$ cat config.mk
export PLATFORM = sky130hd
export DESIGN_NAME = dsp_mac_sequencer
export DESIGN_NICKNAME = d
export VERILOG_FILES = /design/src/rtl/dsp_mac_sequencer.sv
export SDC_FILE = /design/constraint.sdc
export NUM_CORES = 1
export LEC_CHECK = 0
export CAP_MARGIN = 25
export CORE_MARGIN = 3
export CORE_UTILIZATION = 42
export DETAILED_ROUTE_END_ITERATION = 10
export PLACE_DENSITY = 0.95
export SLEW_MARGIN = 20
export SYNTH_ARGS = -nofsm -noshare
export SYNTH_HDL_FRONTEND = slang
export SYNTH_SLANG_ARGS = --single-unit
$ cat constraint.sdc
create_clock -name clk -period 5.5 [get_ports clk]
set_input_delay 1.1 -clock clk [delete_from_list [all_inputs] [get_ports clk]]
set_output_delay 1.1 -clock clk [all_outputs]
set_load 0.01 [all_outputs]
$ cat src/rtl/dsp_mac_sequencer.sv
// Sequencer for one dot-product job on a DSP slice with a fixed A/B, M and P
// register pipeline. It accepts operand pairs over a valid/ready stream,
// steers the slice clock enables and OPMODE from tags that travel with each
// transfer, and returns the final P value over a valid/ready result port.
module dsp_mac_sequencer #(
  parameter int A_W   = 18,
  parameter int B_W   = 18,
  parameter int P_W   = 48,
  parameter int LEN_W = 10
) (
  input  logic             clk,
  input  logic             rst,
  input  logic             start,
  input  logic [LEN_W-1:0] len,
  output logic             busy,
  input  logic             in_valid,
  output logic             in_ready,
  input  logic [A_W-1:0]   in_a,
  input  logic [B_W-1:0]   in_b,
  output logic [A_W-1:0]   dsp_a,
  output logic [B_W-1:0]   dsp_b,
  output logic             dsp_cea,
  output logic             dsp_ceb,
  output logic             dsp_cem,
  output logic             dsp_cep,
  output logic [7:0]       dsp_opmode,
  input  logic [P_W-1:0]   dsp_p,
  output logic             result_valid,
  input  logic             result_ready,
  output logic [P_W-1:0]   result
);

  typedef enum logic [1:0] {IDLE, RUN, DRAIN, DONE} state_t;

  localparam logic [7:0] OPM_CLEAR = 8'h01;  // X=M, Z=0
  localparam logic [7:0] OPM_ACCUM = 8'h09;  // X=M, Z=P

  state_t           state_q, state_d;
  logic [LEN_W-1:0] cnt_q, cnt_d;
  logic             first_q, first_d;
  logic [P_W-1:0]   result_q, result_d;
  logic             acc;

  logic vld_p1_q, vld_p1_d, first_p1_q, first_p1_d, last_p1_q, last_p1_d;
  logic vld_p2_q, vld_p2_d, first_p2_q, first_p2_d, last_p2_q, last_p2_d;
  logic vld_p3_q, vld_p3_d, last_p3_q, last_p3_d;

  assign in_ready     = (state_q == RUN);
  assign busy         = (state_q != IDLE);
  assign result_valid = (state_q == DONE);
  assign result       = result_q;
  assign acc          = in_valid & in_ready;

  // Operands go straight to the slice; its own A/B registers capture them.
  assign dsp_a      = in_a;
  assign dsp_b      = in_b;
  assign dsp_cea    = acc;
  assign dsp_ceb    = acc;
  assign dsp_cem    = vld_p1_q;
  assign dsp_cep    = vld_p2_q;
  assign dsp_opmode = (vld_p2_q & first_p2_q) ? OPM_CLEAR : OPM_ACCUM;

  // Tag pipe next values: each stage mirrors one slice register stage.
  always_comb begin
    // Stage 0 -> 1: tags born with the transfer (A/B register stage)
    vld_p1_d   = acc;
    first_p1_d = acc & first_q;
    last_p1_d  = acc & (cnt_q == LEN_W'(1));
    // Stage 1 -> 2: M register stage
    vld_p2_d   = vld_p1_q;
    first_p2_d = first_p1_q;
    last_p2_d  = last_p1_q;
    // Stage 2 -> 3: P register stage; first tag no longer needed
    vld_p3_d   = vld_p2_q;
    last_p3_d  = last_p2_q;
  end

  // Tag pipe registers; reset clears in-flight tags so an aborted job leaves nothing behind.
  always_ff @(posedge clk) begin
    if (rst) begin
      vld_p1_q   <= 1'b0;
      first_p1_q <= 1'b0;
      last_p1_q  <= 1'b0;
      vld_p2_q   <= 1'b0;
      first_p2_q <= 1'b0;
      last_p2_q  <= 1'b0;
      vld_p3_q   <= 1'b0;
      last_p3_q  <= 1'b0;
    end else begin
      vld_p1_q   <= vld_p1_d;
      first_p1_q <= first_p1_d;
      last_p1_q  <= last_p1_d;
      vld_p2_q   <= vld_p2_d;
      first_p2_q <= first_p2_d;
      last_p2_q  <= last_p2_d;
      vld_p3_q   <= vld_p3_d;
      last_p3_q  <= last_p3_d;
    end
  end

  // Job FSM next-state: counts transfers, then waits for the last tag to leave P.
  always_comb begin
    state_d  = state_q;
    cnt_d    = cnt_q;
    first_d  = first_q;
    result_d = result_q;
    unique case (state_q)
      IDLE: begin
        if (start) begin
          if (len != '0) begin
            cnt_d   = len;
            first_d = 1'b1;
            state_d = RUN;
          end else begin
            result_d = '0;
            state_d  = DONE;
          end
        end
      end
      RUN: begin
        if (acc) begin
          cnt_d   = cnt_q - LEN_W'(1);
          first_d = 1'b0;
          if (cnt_q == LEN_W'(1)) state_d = DRAIN;
        end
      end
      DRAIN: begin
        if (vld_p3_q & last_p3_q) begin
          result_d = dsp_p;
          state_d  = DONE;
        end
      end
      DONE: begin
        if (result_ready) state_d = IDLE;
      end
      default: state_d = IDLE;
    endcase
  end

  // Job FSM registers.
  always_ff @(posedge clk) begin
    if (rst) begin
      state_q  <= IDLE;
      cnt_q    <= '0;
      first_q  <= 1'b0;
      result_q <= '0;
    end else begin
      state_q  <= state_d;
      cnt_q    <= cnt_d;
      first_q  <= first_d;
      result_q <= result_d;
    end
  end

endmodule

### Word level (Yosys, flattened, before mapping)

Cells that the tools add are included.

* latch bits: 0
* output and inout bits: 99
* memories: 0
* bits in writable memories: 0
* input bits: 99
* ROM bits: 0
* flip-flop bits (word level): 69

* $lt $le $gt $ge: 0
* eq/ne operators: 11
* divide/modulo/power cells: 0
* bitwise operators: 5
* $add $sub $neg: 1
* shifts and indexed selects: 0
* $mul: 0
* mux-type cells: 20
* reductions and logical operators: 8

Operator list (count)
* 2-to-1 mux 48 bit: 3
* case mux 48 bit (2 select lines): 1
* 2-to-1 mux 10 bit: 3
* case mux 10 bit (2 select lines): 1
* 2-to-1 mux 2 bit: 6
* == test 10 x 1 -> 1 bit, second input constant: 1
* nonzero test 10 bit: 1
* subtractor 10 x 1 -> 10 bit, second input constant: 1
* inequality test 2 bit, second input constant: 4
* case mux 2 bit (4 select lines): 1
* AND reduction 4 bit: 2
* inequality test 2 x 1 -> 1 bit, second input constant: 3
* nonzero test 2 bit: 3
* AND 1 bit: 5
* AND reduction 5 bit: 1
* == test 2 bit, second input constant: 2
* 2-to-1 mux 4 bit: 1
* 2-to-1 mux 1 bit: 3
* == test 2 x 1 -> 1 bit, second input constant: 1
* zero test 2 bit: 1
* case mux 1 bit (2 select lines): 1

### Depth between registers and ports, before layout

Gate-level depths: netlist of the first run.

* depth after elaboration: 4
* gate-level depth with buffers: 9
* gate-level depth less buffers: 6

### Least setup slack after synthesis of the first run

No wires, ideal clock.

* kind: reg2out
* start: register state_q[1]
* end: output dsp_ceb
* arrival time: 1418 ps
* data required time: 4400 ps
* cell stages (with the launch flop): 8
* setup slack: 2982 ps
* cells stage by stage: dfxtp_1 -> inv_1 -> ha_1 -> clkbuf_2 -> clkbuf_1 -> nand2_1 -> inv_1 -> buf_4

* cells in the longest elaborated chain, start to end: 2

Ends and longest elaborated chain
* start: declaration: RTL line 38 `state_t state_q, state_d;`
* start signal: assignment: RTL line 148 `state_q <= state_d;`
* == test 2 x 1 -> 1 bit: RTL line 48 `assign in_ready = (state_q == RUN);`
* named net in_ready: RTL line 17 `output logic in_ready,`
* AND 1 bit: RTL line 52 `assign acc = in_valid & in_ready;`
* end: declaration: RTL line 23 `output logic dsp_ceb,`

The timed path passes the listed nets, and every way through them passes these cells.

### Final worst setup path of the first run

* start: input in_valid
* end: output dsp_ceb

* cells in the longest elaborated chain, start to end: 1

Ends and longest elaborated chain
* start: declaration: RTL line 16 `input logic in_valid,`
* AND 1 bit: RTL line 52

No other way between the ends.

==> flow_summary.toml, run 1 <==
[worst_setup_path]
critPathRequiredTime_ps = 4400
cp_max_fo = 4
start_kind = "primary input"
r2r_start = "state_q[0]$_SDFFE_PP0P_"
crit_slowest_cell = "clkdlybuf4s50_1"
max_stage_delay_ps = 550
reg2reg_depth = 6
reg2reg_slack_ps = 2560
end_kind = "output port"
crit_buf_inv = 3
crit_chain = "clkdlybuf4s50_1 -> nand2_1 -> inv_1 -> clkdlybuf4s50_1"
cpLargestDelayFamily = "buffers and inverters"
rr_endpoint = "result[47]$_SDFFE_PP0P_"
worst-setup-path-type = "primary input to output port"
arrival_ps = 2390
crit_top_cell = "clkdlybuf4s50_1"

[min_path]
min_path_cells = 1
min-delay-start = "last_p1_q$_SDFF_PP0_"
min_path_type = "flip-flop to flip-flop"
worstHoldEndpoint = "last_p2_q$_SDFF_PP0_"

[grt]
grt_pass1_vias = 3267
grt_antenna_before_repair = 0
grt_usage_pct = 20.5
grt_max_degree = 66
grt_overflow = 0
grt_pass1_wl_mm = 16.2

[final_layout]
drive_gt1_share_pct = 8.02
final_cell_mix = "clkdlybuf4s50_1 (117), dfxtp_1 (69), a21oi_1 (57)"
postLayoutCoreUtil_pct = 58.3
layout_commonest_cell = "clkdlybuf4s50_1"
largest_reg_flops = 48
area_growth_pct = 32.1
fin_nets = 575
diodes = 0

[floorplanning]
die_h_microns = 97.0
fp.coreArea_sq_um = 7890
start_util_pct = 44.1
die_w_microns = 97.0
dieArea_sq_um = 9420
io_pins = 198
rows = 32

[cts]
cts_resized = 0
postCtsSetupRepairBufs = 0
clock_path_buffers = 2
cts_hold_buf = 0
cts_buffers = 9
clockRootBuffer = "clkbuf_8"
cts_tree = "yes"
path_clk_slew_ps = 80
clock_latency_ps = 330
htreeDepth = 3
cts.sinks = 69

[yosys]
synthMuxAreaShare_pct = 0.899
synth_top_family_by_area = "compound AO/OA/AOI/OAI gates"
synth_ff_type = "dfxtp_1"
netlist-cell-type-count = 50
synth_edf_count = 0
ys_seq_area_share_pct = 39.7
yosys.area_share.simple_pct = 17.9
ys_ff_latch = 69
yosys_warnings = 0
async_reset_ff_share_pct = 0
postSynthAreaPerCell_sq_um = 8.47
synth_compound_area_share_pct = 23.7
synth-adder-area-share_pct = 2.52
syn_inst = 411
synth_area_sq_um = 3480
synth_xor_area_share_pct = 0

[sta]
rsz0062_at_grt = "false"
fmax_ghz = 0.286
fin_skew_ps = 11.5
fin_ws_ps = 2010
post-route-period-util_pct = 63.5
finalCriticalPeriod_ps = 3490
worst_slew_pin_slew_ps = 1050
setup-tns-final_ps = 0
slew_headroom_pct = 30.3
finalMaxSlewViolations = 0
finalHoldViolations = 0
setup_viol = 0

[power]
leakage_nw = 1.55
ir_drop_uv = 233
netSwitchingPower_uw = 582
power_density_nw_per_um2 = 331
pwr-share-comb_pct = 37.2
swShare_pct = 38.2
clkPwrFrac_pct = 24.0
intPower_uw = 940
pwr-share-seq_pct = 38.8

[place]
io_buffers = 118
hpwlAfterDp_mm = 6.63
preCtsSetupSlack_ps = 1980
place.gp.congestion = 0.885

[route]
wl_mm = 9.93
num_vias = 3371
drc = 0
drt_iter0_drc = 122
via_per_inst = 5.85
ant_nets = 0
wl_per_cell_microns = 17.2
first_pass_iters = 4

[outcome]
outcome = "completed"

[flow_run]
maxCapViolCount = 0
-- area by class of cell --
cell class,instances,area (sq um)
timing repair buffer,123,1250
inverter,10,37.5
clock inverter,7,50.0
clock buffer,9,124
sequential,69,1380
tap,102,128
multi-input combinational,256,1630
fill,686,3290
-- power by group through the flow --
stage / clock [mW] / sequential (mW) / combinational [mW]
2_1_floorplan: 0 / 0.588 / 0.413
3_3_place_gp: 0 / 0.597 / 0.526
3_5_place_dp: 0 / 0.599 / 0.554
4_1_cts: 0.380 / 0.588 / 0.560
5_1_grt: 0.397 / 0.595 / 0.618
6_report: 0.365 / 0.591 / 0.566
-- per-stage QoR --
step	hold WS (ps)	area (sq um)	total power, mW	std cells
after floorplan	414	3500	1.00	416
after global placement	417	4370	1.12	557
after detailed placement	436	4420	1.15	560
after CTS	452	4600	1.53	576
after global routing	460	4600	1.61	576
final	447	4600	1.52	576
-- how the worst max path moves through the flow --
| stage | start | endpoint | slack (ps) | depth (start not counted) |
|---|---|---|---|---|
| detailed placement | len[4] | result[12]$_SDFFE_PP0P_ | 1980 | 5 |
| CTS | in_valid | dsp_ceb | 2000 | 4 |
| global route | in_valid | dsp_cea | 1930 | 4 |
| global placement | len[3] | result[46]$_SDFFE_PP0P_ | 2050 | 5 |
| floorplan | state_q[1]$_SDFFE_PP0P_ | dsp_ceb | 2980 | 7 |
| finish | in_valid | dsp_ceb | 2010 | 4 |
-- logic make-up (layout without fill, tap and decap cells) --
family,after synthesis,count (layout)
AOI/OAI and AO/OA,141,141
and+or+nand+nor,98,98
buffers and inverters,91,149
DFF,69,69
adders and majority gates,7,7
muxes,3,3
other,2,7
-- layer usage --
layer	track usage, %	wire length (microns)	up-vias
li1	-	-	1586
met1	24.1	3880	1585
met2	34.2	4930	154
met3	5.34	832	46
met4	10.5	298	0
met5	0	0	-
-- cells in the mapped netlist (2+ instances only) --
cell type   n  area [sq um]
and3_1      4          25.0
a41oi_1     2          17.5
o32ai_1     7          61.3
a221oi_1    2          17.5
o31ai_1     3          22.5
nor2b_1     9          56.3
o21ai_0    48           240
clkbuf_1   29           109
a21oi_1    58           290
a22oi_1     2          15.0
o21ai_1     3          15.0
nor2_1      7          26.3
nor3_1      2          10.0
conb_1      2          7.51
dfxtp_1    69          1380
buf_4      47           353
ha_1        7          87.6
or4_1       2          15.0
nor4_2      3          37.5
mux2i_1     2          20.0
nand4_1    49           307
o221a_2     2          22.5
inv_1       9          33.8
nand2_1    13          48.8
buf_2       4          20.0
a21o_1      2          15.0
Power figures use the tool's default switching activity.
==> inputs of run 2 (changes only) <==
--- a/config.mk
+++ b/config.mk
@@ -7,9 +7,9 @@
 export LEC_CHECK = 0
 export CAP_MARGIN = 25
 export CORE_MARGIN = 3
-export CORE_UTILIZATION = 42
+export CORE_UTILIZATION = 35
 export DETAILED_ROUTE_END_ITERATION = 10
-export PLACE_DENSITY = 0.95
+export PLACE_DENSITY = 0.86
 export SLEW_MARGIN = 20
 export SYNTH_ARGS = -nofsm -noshare
 export SYNTH_HDL_FRONTEND = slang
==> constraint.sdc (replaced) <==
create_clock -name clk -period 2.8 [get_ports clk]
set_input_delay 0.56 -clock clk [delete_from_list [all_inputs] [get_ports clk]]
set_output_delay 0.56 -clock clk [all_outputs]
set_load 0.01 [all_outputs]
==> flow_summary.toml, run 2 (same netlist as run 1, synthesis figures left out) <==
[final_layout]
final_cell_mix = "clkdlybuf4s50_1 (117), dfxtp_1 (69), a21oi_1 (57)"
stdcell_count = 613
area_growth_pct = 36.9
layout_commonest_cell = "clkdlybuf4s50_1"
fin_nets = 585
largest_reg_flops = 48
diodes = 0
drive_gt1_share_pct = 9.71
fin_area_sq_um = 4770
postLayoutCoreUtil_pct = 50.4

[min_path]
min-delay-start = "last_p1_q$_SDFF_PP0_"
min_path_type = "flip-flop to flip-flop"

[worst_setup_path]
cp_max_fo = 9
max_stage_delay_ps = 540
cpLargestDelayFamily = "buffers and inverters"
crit_slowest_cell = "clkdlybuf4s50_1"
start_kind = "flip-flop"
cp-endpoint = "busy"
reg2reg_slack_ps = 510
crit_top_cell = "inv_1"
crit_buf_inv = 4
arrival_ps = 1980
r2r_start = "state_q[1]$_SDFFE_PP0P_"
worst-setup-path-type = "flip-flop to output port"
crit_chain = "inv_1 -> ha_1 -> buf_4 -> inv_1 -> clkdlybuf4s50_1"
end_kind = "output port"
reg2reg_depth = 7
critPathRequiredTime_ps = 2240
rr_endpoint = "state_q[0]$_SDFFE_PP0P_"
crit_cells = 5
crit_start = "state_q[0]$_SDFFE_PP0P_"

[cts]
htreeDepth = 3
clock_path_buffers = 2
cts_hold_buf = 0
clockRootBuffer = "clkbuf_8"
clock_latency_ps = 340
cts.sinks = 69
cts_buffers = 9
cts_resized = 0
postCtsSetupRepairBufs = 0
path_clk_slew_ps = 70
cts_tree = "yes"

[floorplanning]
dieArea_sq_um = 11200
io_pins = 198
start_util_pct = 36.8
fp.coreArea_sq_um = 9460
rows = 35
die_h_microns = 106
die_w_microns = 106

[route]
ant_nets = 0
drt_iter0_drc = 255
via_per_inst = 5.54
wl_per_cell_microns = 16.8
first_pass_iters = 5
drc = 0
num_vias = 3397
wl_mm = 10.3

[power]
ir_drop_uv = 463
leakage_nw = 1.63
power_density_nw_per_um2 = 694

[place]
hpwlAfterDp_mm = 7.24
io_buffers = 118
placed_area_sq_um = 4510
place.gp.congestion = 0.846
dp.cells = 597

[grt]
grt_overflow = 0
grt_max_degree = 65
grt_antenna_before_repair = 0
grt_pass1_wl_mm = 16.4
grt_usage_pct = 17.8
grt_pass1_vias = 3313

[sta]
finalCriticalPeriod_ps = 2540
post-route-period-util_pct = 90.6
fin_skew_ps = 11.5
finalMaxSlewViolations = 0
worst_slew_pin_slew_ps = 844
setup_viol = 0
slew_headroom_pct = 42.9
fmax_ghz = 0.394
setup-tns-final_ps = 0
rsz0062_at_grt = "false"
finalHoldViolations = 0
fin_hold_ws_ps = 447

[outcome]
outcome = "completed"

[flow_run]
maxCapViolCount = 0
[run 2: changes by cell type in the layout (fill, tap and decap cells not counted), sizes merged]
cell	change
inv	-1
bufinv	+3
clkinvlp	-2
clkinv	-2
clkbuf	+2
buf	+10
[run 2: through the flow]
| step | power, mW | setup WS (ps) |
|---|---|---|
| global route | 3.50 | 148 |
| detailed placement | 2.29 | 374 |
| floorplan | 1.97 | 822 |
| CTS | 3.32 | 242 |
| global placement | 2.25 | 420 |
| finish | 3.31 | 263 |
[run 2: layer usage]
metal	track usage (%)	part of all wire, %	vias to the layer above
met1	20.8	40	1606
met5	0	0	-
met2	31.1	51	163
met4	7.22	2.0	0
li1	-	-	1603
met3	4.35	7.4	25
[run 2: worst min-delay path by stage]
stage | to | slack, ps | depth (start not counted)
4_1_cts | last_p2_q$_SDFF_PP0_ | 460 | 1
6_report | last_p2_q$_SDFF_PP0_ | 450 | 1
5_1_grt | last_p2_q$_SDFF_PP0_ | 470 | 1
2_1_floorplan | first_p2_q$_SDFF_PP0_ | 410 | 1
3_5_place_dp | last_p2_q$_SDFF_PP0_ | 420 | 1
3_3_place_gp | last_p3_q$_SDFF_PP0_ | 420 | 1
[run 2: report_power, final]
part / switching (mW) / internal, mW
clock network: 0.375 / 0.642
registers: 0.104 / 1.06
logic: 0.650 / 0.480
total: 1.13 / 2.18
[run 2: final cells by class]
class                           count  area, sq um
Fill cell                         865         4690
Multi-Input combinational cell    256         1630
Sequential cell                    69         1380
Timing Repair Buffer              133         1300
Tap cell                          129          161
Clock buffer                       11          151
Clock inverter                      5          106
Inverter                           10         37.5
==> inputs of run 3 (changes only) <==
--- a/config.mk
+++ b/config.mk
@@ -5,7 +5,7 @@
 export SDC_FILE = /design/constraint.sdc
 export NUM_CORES = 1
 export LEC_CHECK = 0
-export CAP_MARGIN = 25
+export CAP_MARGIN = 40
 export CORE_MARGIN = 3
 export CORE_UTILIZATION = 35
 export DETAILED_ROUTE_END_ITERATION = 10
==> results of run 3 <==
Same layout as run 2: the final DEF is identical, and so are final timing and power.
